### src/rtl/piso_tx_arbiter.sv
// piso_tx_arbiter: two-requester round-robin front end for an MSB-first
// parallel-in/serial-out shifter with frame markers (first/last bit) and a
// programmable idle gap after each frame.
//
// Handshake: REQn_READY is combinational and high only in IDLE for at most
// one requester; a word transfers on the rising edge where REQn_VALID and
// REQn_READY are both high. VALID may drop before it is granted, and no
// state is kept for a dropped request.
//
// Build option: define PISO_TX_PARITY_EN to append an even-parity bit
// (XOR of the data bits, taken at accept time) as the final frame bit.
// Without it, the frame is exactly WIDTH bits and SER_LAST marks the LSB.
//
// o_dbg_state exposes the FSM state (0 IDLE, 1 SHIFT, 2 GAP).
module piso_tx_arbiter #(
   parameter int WIDTH = 4,
   parameter int GAP   = 1
) (
   input  logic             CLK,
   input  logic             RST_N,
   input  logic             REQ0_VALID,
   input  logic [WIDTH-1:0] REQ0_DATA,
   output logic             REQ0_READY,
   input  logic             REQ1_VALID,
   input  logic [WIDTH-1:0] REQ1_DATA,
   output logic             REQ1_READY,
   output logic             SER_OUT,
   output logic             SER_VALID,
   output logic             SER_FIRST,
   output logic             SER_LAST,
   output logic             GRANT_ID,
   output logic             BUSY,
   output logic [1:0]       o_dbg_state
);

`ifdef PISO_TX_PARITY_EN
   localparam int FRAME = WIDTH + 1;
`else
   localparam int FRAME = WIDTH;
`endif
   localparam int            CW       = $clog2(FRAME);
   localparam logic [CW-1:0] CNT_LAST = CW'(FRAME - 1);
   localparam logic [3:0]    GAP_LAST = (GAP > 0) ? 4'(GAP - 1) : 4'd0;

   localparam logic [1:0] S_IDLE  = 2'd0;
   localparam logic [1:0] S_SHIFT = 2'd1;
   localparam logic [1:0] S_GAP   = 2'd2;

   logic [1:0]       r_state;
   logic [FRAME-1:0] r_shift;
   logic [CW-1:0]    r_cnt;
   logic [3:0]       r_gap_cnt;
   logic             r_ptr;
   logic             r_grant;

   logic             w_idle;
   logic             w_shift;
   logic             w_rdy0;
   logic             w_rdy1;
   logic             w_accept;
   logic [WIDTH-1:0] w_win_data;
   logic [FRAME-1:0] w_load;
   logic             w_last;

   assign w_idle  = (r_state == S_IDLE);
   assign w_shift = (r_state == S_SHIFT);

   // A lone requester always wins; when both ask, the pointer decides.
   assign w_rdy0   = w_idle & REQ0_VALID & (~REQ1_VALID | ~r_ptr);
   assign w_rdy1   = w_idle & REQ1_VALID & (~REQ0_VALID |  r_ptr);
   assign w_accept = w_rdy0 | w_rdy1;

   assign w_win_data = w_rdy1 ? REQ1_DATA : REQ0_DATA;

`ifdef PISO_TX_PARITY_EN
   // Parity sits below the data LSB so plain left shifting sends it last.
   assign w_load = {w_win_data, ^w_win_data};
`else
   assign w_load = w_win_data;
`endif

   assign w_last = (r_cnt == CNT_LAST);

   // FSM, shifter, counters, grant and round-robin pointer.
   always_ff @(posedge CLK or negedge RST_N) begin
      if (!RST_N) begin
         r_state   <= S_IDLE;
         r_shift   <= '0;
         r_cnt     <= '0;
         r_gap_cnt <= '0;
         r_ptr     <= 1'b0;
         r_grant   <= 1'b0;
      end else begin
         case (r_state)
            S_IDLE: begin
               if (w_accept) begin
                  r_shift <= w_load;
                  r_grant <= w_rdy1;
                  // Pointer flips on every grant, contested or not.
                  r_ptr   <= ~r_ptr;
                  r_cnt   <= '0;
                  r_state <= S_SHIFT;
               end
            end
            S_SHIFT: begin
               r_shift <= {r_shift[FRAME-2:0], 1'b0};
               if (w_last) begin
                  r_cnt     <= '0;
                  r_gap_cnt <= '0;
                  r_state   <= (GAP > 0) ? S_GAP : S_IDLE;
               end else begin
                  r_cnt <= r_cnt + 1'b1;
               end
            end
            S_GAP: begin
               if (r_gap_cnt == GAP_LAST) begin
                  r_state <= S_IDLE;
               end else begin
                  r_gap_cnt <= r_gap_cnt + 1'b1;
               end
            end
            default: r_state <= S_IDLE;
         endcase
      end
   end

   assign REQ0_READY  = w_rdy0;
   assign REQ1_READY  = w_rdy1;
   assign SER_VALID   = w_shift;
   assign SER_OUT     = w_shift & r_shift[FRAME-1];
   assign SER_FIRST   = w_shift & (r_cnt == '0);
   assign SER_LAST    = w_shift & w_last;
   assign GRANT_ID    = r_grant;
   assign BUSY        = ~w_idle;
   assign o_dbg_state = r_state;

endmodule

### config.mk
export PLATFORM = sky130hd
export DESIGN_NAME = piso_tx_arbiter
export DESIGN_NICKNAME = d
export VERILOG_FILES = /design/src/rtl/piso_tx_arbiter.sv
export SDC_FILE = /design/constraint.sdc
export NUM_CORES = 1
export LEC_CHECK = 0
export ABC_AREA = 0
export CAP_MARGIN = 20
export CORE_MARGIN = 2
export CORE_UTILIZATION = 30
export CTS_CLUSTER_SIZE = 25
export DETAILED_ROUTE_END_ITERATION = 10
export DONT_BUFFER_PORTS = 1
export GPL_ROUTABILITY_DRIVEN = 1
export SLEW_MARGIN = 10
export SYNTH_ARGS = -nofsm -noshare
export SYNTH_HDL_FRONTEND = slang
export SYNTH_SLANG_ARGS = --single-unit
export TNS_END_PERCENT = 1
### constraint.sdc
create_clock -name CLK -period 1.8 [get_ports CLK]
set_clock_uncertainty 0.2 [all_clocks]
set_input_delay 0.36 -clock CLK [delete_from_list [all_inputs] [get_ports CLK]]
set_output_delay 0.36 -clock CLK [all_outputs]
set_load 0.005 [all_outputs]
==> impl_results.md <==
- Status: completed
- Pint: 775 uW
- GRT Util Overall: 0.136
- Ys Warns: 0
- Worst hold path type: in -> reg
- Pleak: 0.421 nW
- Vias/cell: 5.05
- Final ANT Viol Nets: 0
- Placement Rows: 18
- Reg clk slew, reported paths: 0.08 ns
- Reg power frac: 0.395
- Combinational family with the most area after synthesis: simple AND/OR/NAND/NOR gates
- Diodes inserted: 0
- Flop and latch count out of synthesis: 14
- Initial Util: 0.317
- Detail-routed net length per standard cell: 14.4 um
- Worst Setup End Kind: output port
- Hold path startpoint: REQ0_DATA[0]
- Pin count of the biggest net entering global routing: 15
- Most frequent cell after synthesis: dfrtp_1
- Hold Violations, Final: 0
- Number of DRC markers in iteration 0: 12
- Final setup fails: 0
- Finished Core Util: 0.362
- Vias in the first global route: 642
- R2R Path Start: r_gap_cnt[0]$_DFFE_PN0P_
- Max rail drop VDD: 527 uV
- DIE AREA: 0.00301 sq mm
- Post-synthesis mux area share: 0.0258
- RR Endpoint: r_gap_cnt[0]$_DFFE_PN0P_
- Clk_lat worst skew: 0.28 ns
- Highest metal used: met4
- Max-slew headroom: 0.554
- Clk buf depth: 2
- R2R Setup Slk: 0.22 ns
- Port bufs: 0
- WP data required: 1.24 ns
- Met3 WL: 172 um
- Core Footprint: 0.00245 sq mm
- Register area share after synthesis: 0.451
- Cell Area, Synth: 777 sq um
- Cell chosen for the clock root: clkbuf_4
- Critical Path AT: 1.23 ns
- Combinational power share: 0.428
- RSZ-0062 raised after global routing: yes
- Routed wl met2: 787 um
- CTS tree: yes
- Post-synth top area share: 0.451
- Net count after synthesis: 97
- Hold Path End: r_shift[0]$_DFFE_PN0P_
- Routed length on met1: 700 um
- Clock share of power: 0.178
- Ys flop type: dfrtp_1
- Netlist cell types: 28
- Die H: 54.9 um
- Adder-cell share of the synthesized area: 0.0644
- Detail Placement HPWL: 1310 um
- Top area cells in the synthesized netlist: dfrtp_1 45%, ha_1 6.4%, inv_1 5.3%
- Synth async-reset ratio: 1.00
- H-tree levels: 1
- Final nets: 103
- Die width: 54.9 um
- GRT overflow: 0
- Vias: 586
- Post-synthesis xor/xnor area fraction: 0.0113
- Post-synthesis simple-gate area fraction: 0.203
- Top post-synthesis cells by count: 14 x dfrtp_1, 11 x inv_1, 7 x a21oi_1, 7 x nor3_1
- Max-slew violation count: 0
- Hold Path Stages: 1
- Global-route wire length before repair: 2820 um
- Post-synth top area cell: dfrtp_1
- Max Cap Viol: 0
- Area delta synth->final: 14.5%
- Compound-gate portion of the synthesized area: 0.164
- # IOs: 22
- Tightest Pin Transition: 0.666 ns
- Sw frac: 0.383
- Post-route worst setup slack: 0.00584 ns
- Avg Cell Area, Syn: 9.59 sq um
- Total wire length: 1670 um
- Min Hold Slack: 0.0387 ns
- P_sw: 482 uW
- Clk sinks: 14
- Fin crit period: 1.79 ns
- Placed cells: 110
- Initial antenna violation count: 0
- EDFF count, synth: 0
- CP Class: reg -> out
- R2R depth: 5
- Mapped Cells: 81
- Placer Congestion: 0.786
- Pre-CTS WS: 0.209 ns
- DRC violations left: 0
- Layout cell share with drive strength beyond 1: 0.198
- Critical path startpoint category: flip-flop
- CTS Buf Count: 3
- Crit-path max FO: 6
- Cell Count, Final, Fillers Out: 116
- 1st-pass router iterations: 4
- Cell Pwr Density: 1410 mW/mm^2
- Max Fclk: 0.557 GHz
- Share of the clock period used by the worst path: 0.997
==> sequential cells by signal (all words and copies together), names as in the netlist <==
register and flops:
GRANT_ID 1, o_dbg_state 2, r_cnt 2, r_gap_cnt 4, r_ptr 1, r_shift 4
==> kinds of logic after synthesis <==
kind of cell	count (synthesis)
DFF	14
adders and majority gates	4
AOI/OAI and AO/OA	17
muxes	2
buffers and inverters	14
and+or+nand+nor	29
xor gates and xnor gates	1
==> power by group through the flow <==
| stage | Combinational [mW] | Clock, mW | Sequential (mW) |
|---|---|---|---|
| after global placement | 0.459 | 0 | 0.496 |
| after detailed placement | 0.479 | 0 | 0.498 |
| after CTS | 0.525 | 0.237 | 0.493 |
| after floorplan | 0.372 | 0 | 0.493 |
| after global routing | 0.609 | 0.257 | 0.518 |
| final | 0.537 | 0.223 | 0.496 |
==> worst max-delay path: stages (launching register included) <==
cell	delay, ns
dfrtp_1	0.42
or2_2	0.38
nor2_4	0.15
==> routing by layer <==
metal | GRT usage | up-vias
met5 | 0 | -
met4 | 0.0488 | 0
met3 | 0.0591 | 2
met2 | 0.238 | 24
met1 | 0.145 | 268
li1 | - | 292
==> what timing repair did <==
item	CTS	global route
hold endpoints to repair	14	0
hold buffers	1	0
setup buffers	1	0
resized for setup	5	5
setup endpoints to repair	3	6
pin swaps	2	1
==> how the worst max path moves through the flow <==
stage                                           from          to  slack, ns
after global routing      o_dbg_state[0]$_DFFE_PN0P_  REQ0_READY      -0.07
after global placement    o_dbg_state[0]$_DFFE_PN0P_  REQ1_READY       0.23
final                     o_dbg_state[0]$_DFFE_PN0P_  REQ0_READY      0.006
after detailed placement  o_dbg_state[0]$_DFFE_PN0P_  REQ1_READY       0.21
after floorplan           o_dbg_state[1]$_DFFE_PN0P_  REQ1_READY       0.13
after CTS                 o_dbg_state[0]$_DFFE_PN0P_  REQ0_READY     -0.009
==> placed cells by master (no fill, tap or decap), types with 2 or more instances in the layout <==
master	instances
dfrtp_1	14
inv_1	9
a21oi_1	7
nor3_1	7
nand2_1	5
and3_1	3
nor2_1	3
o32ai_1	3
ha_1	3
clkbuf_4	3
buf_4	3
inv_2	2
nor2_4	2
mux2i_1	2
a22o_1	2
==> final cells by class <==
type	count	area, sq um
clock buffer	4	36.3
fill	249	1570
inverter	11	41.3
multi-input combinational	53	392
sequential	14	350
tap	30	37.5
timing repair buffer	4	32.5
==> stage by stage <==
step	setup TNS, ns	total power, mW	instance area [sq um]
final	0	1.26	890
after global routing	-0.143	1.38	890
after global placement	0	0.955	808
after floorplan	0	0.865	777
after detailed placement	0	0.977	808
after CTS	-0.00854	1.26	880
No activity file was read; power rests on OpenSTA's default activity.
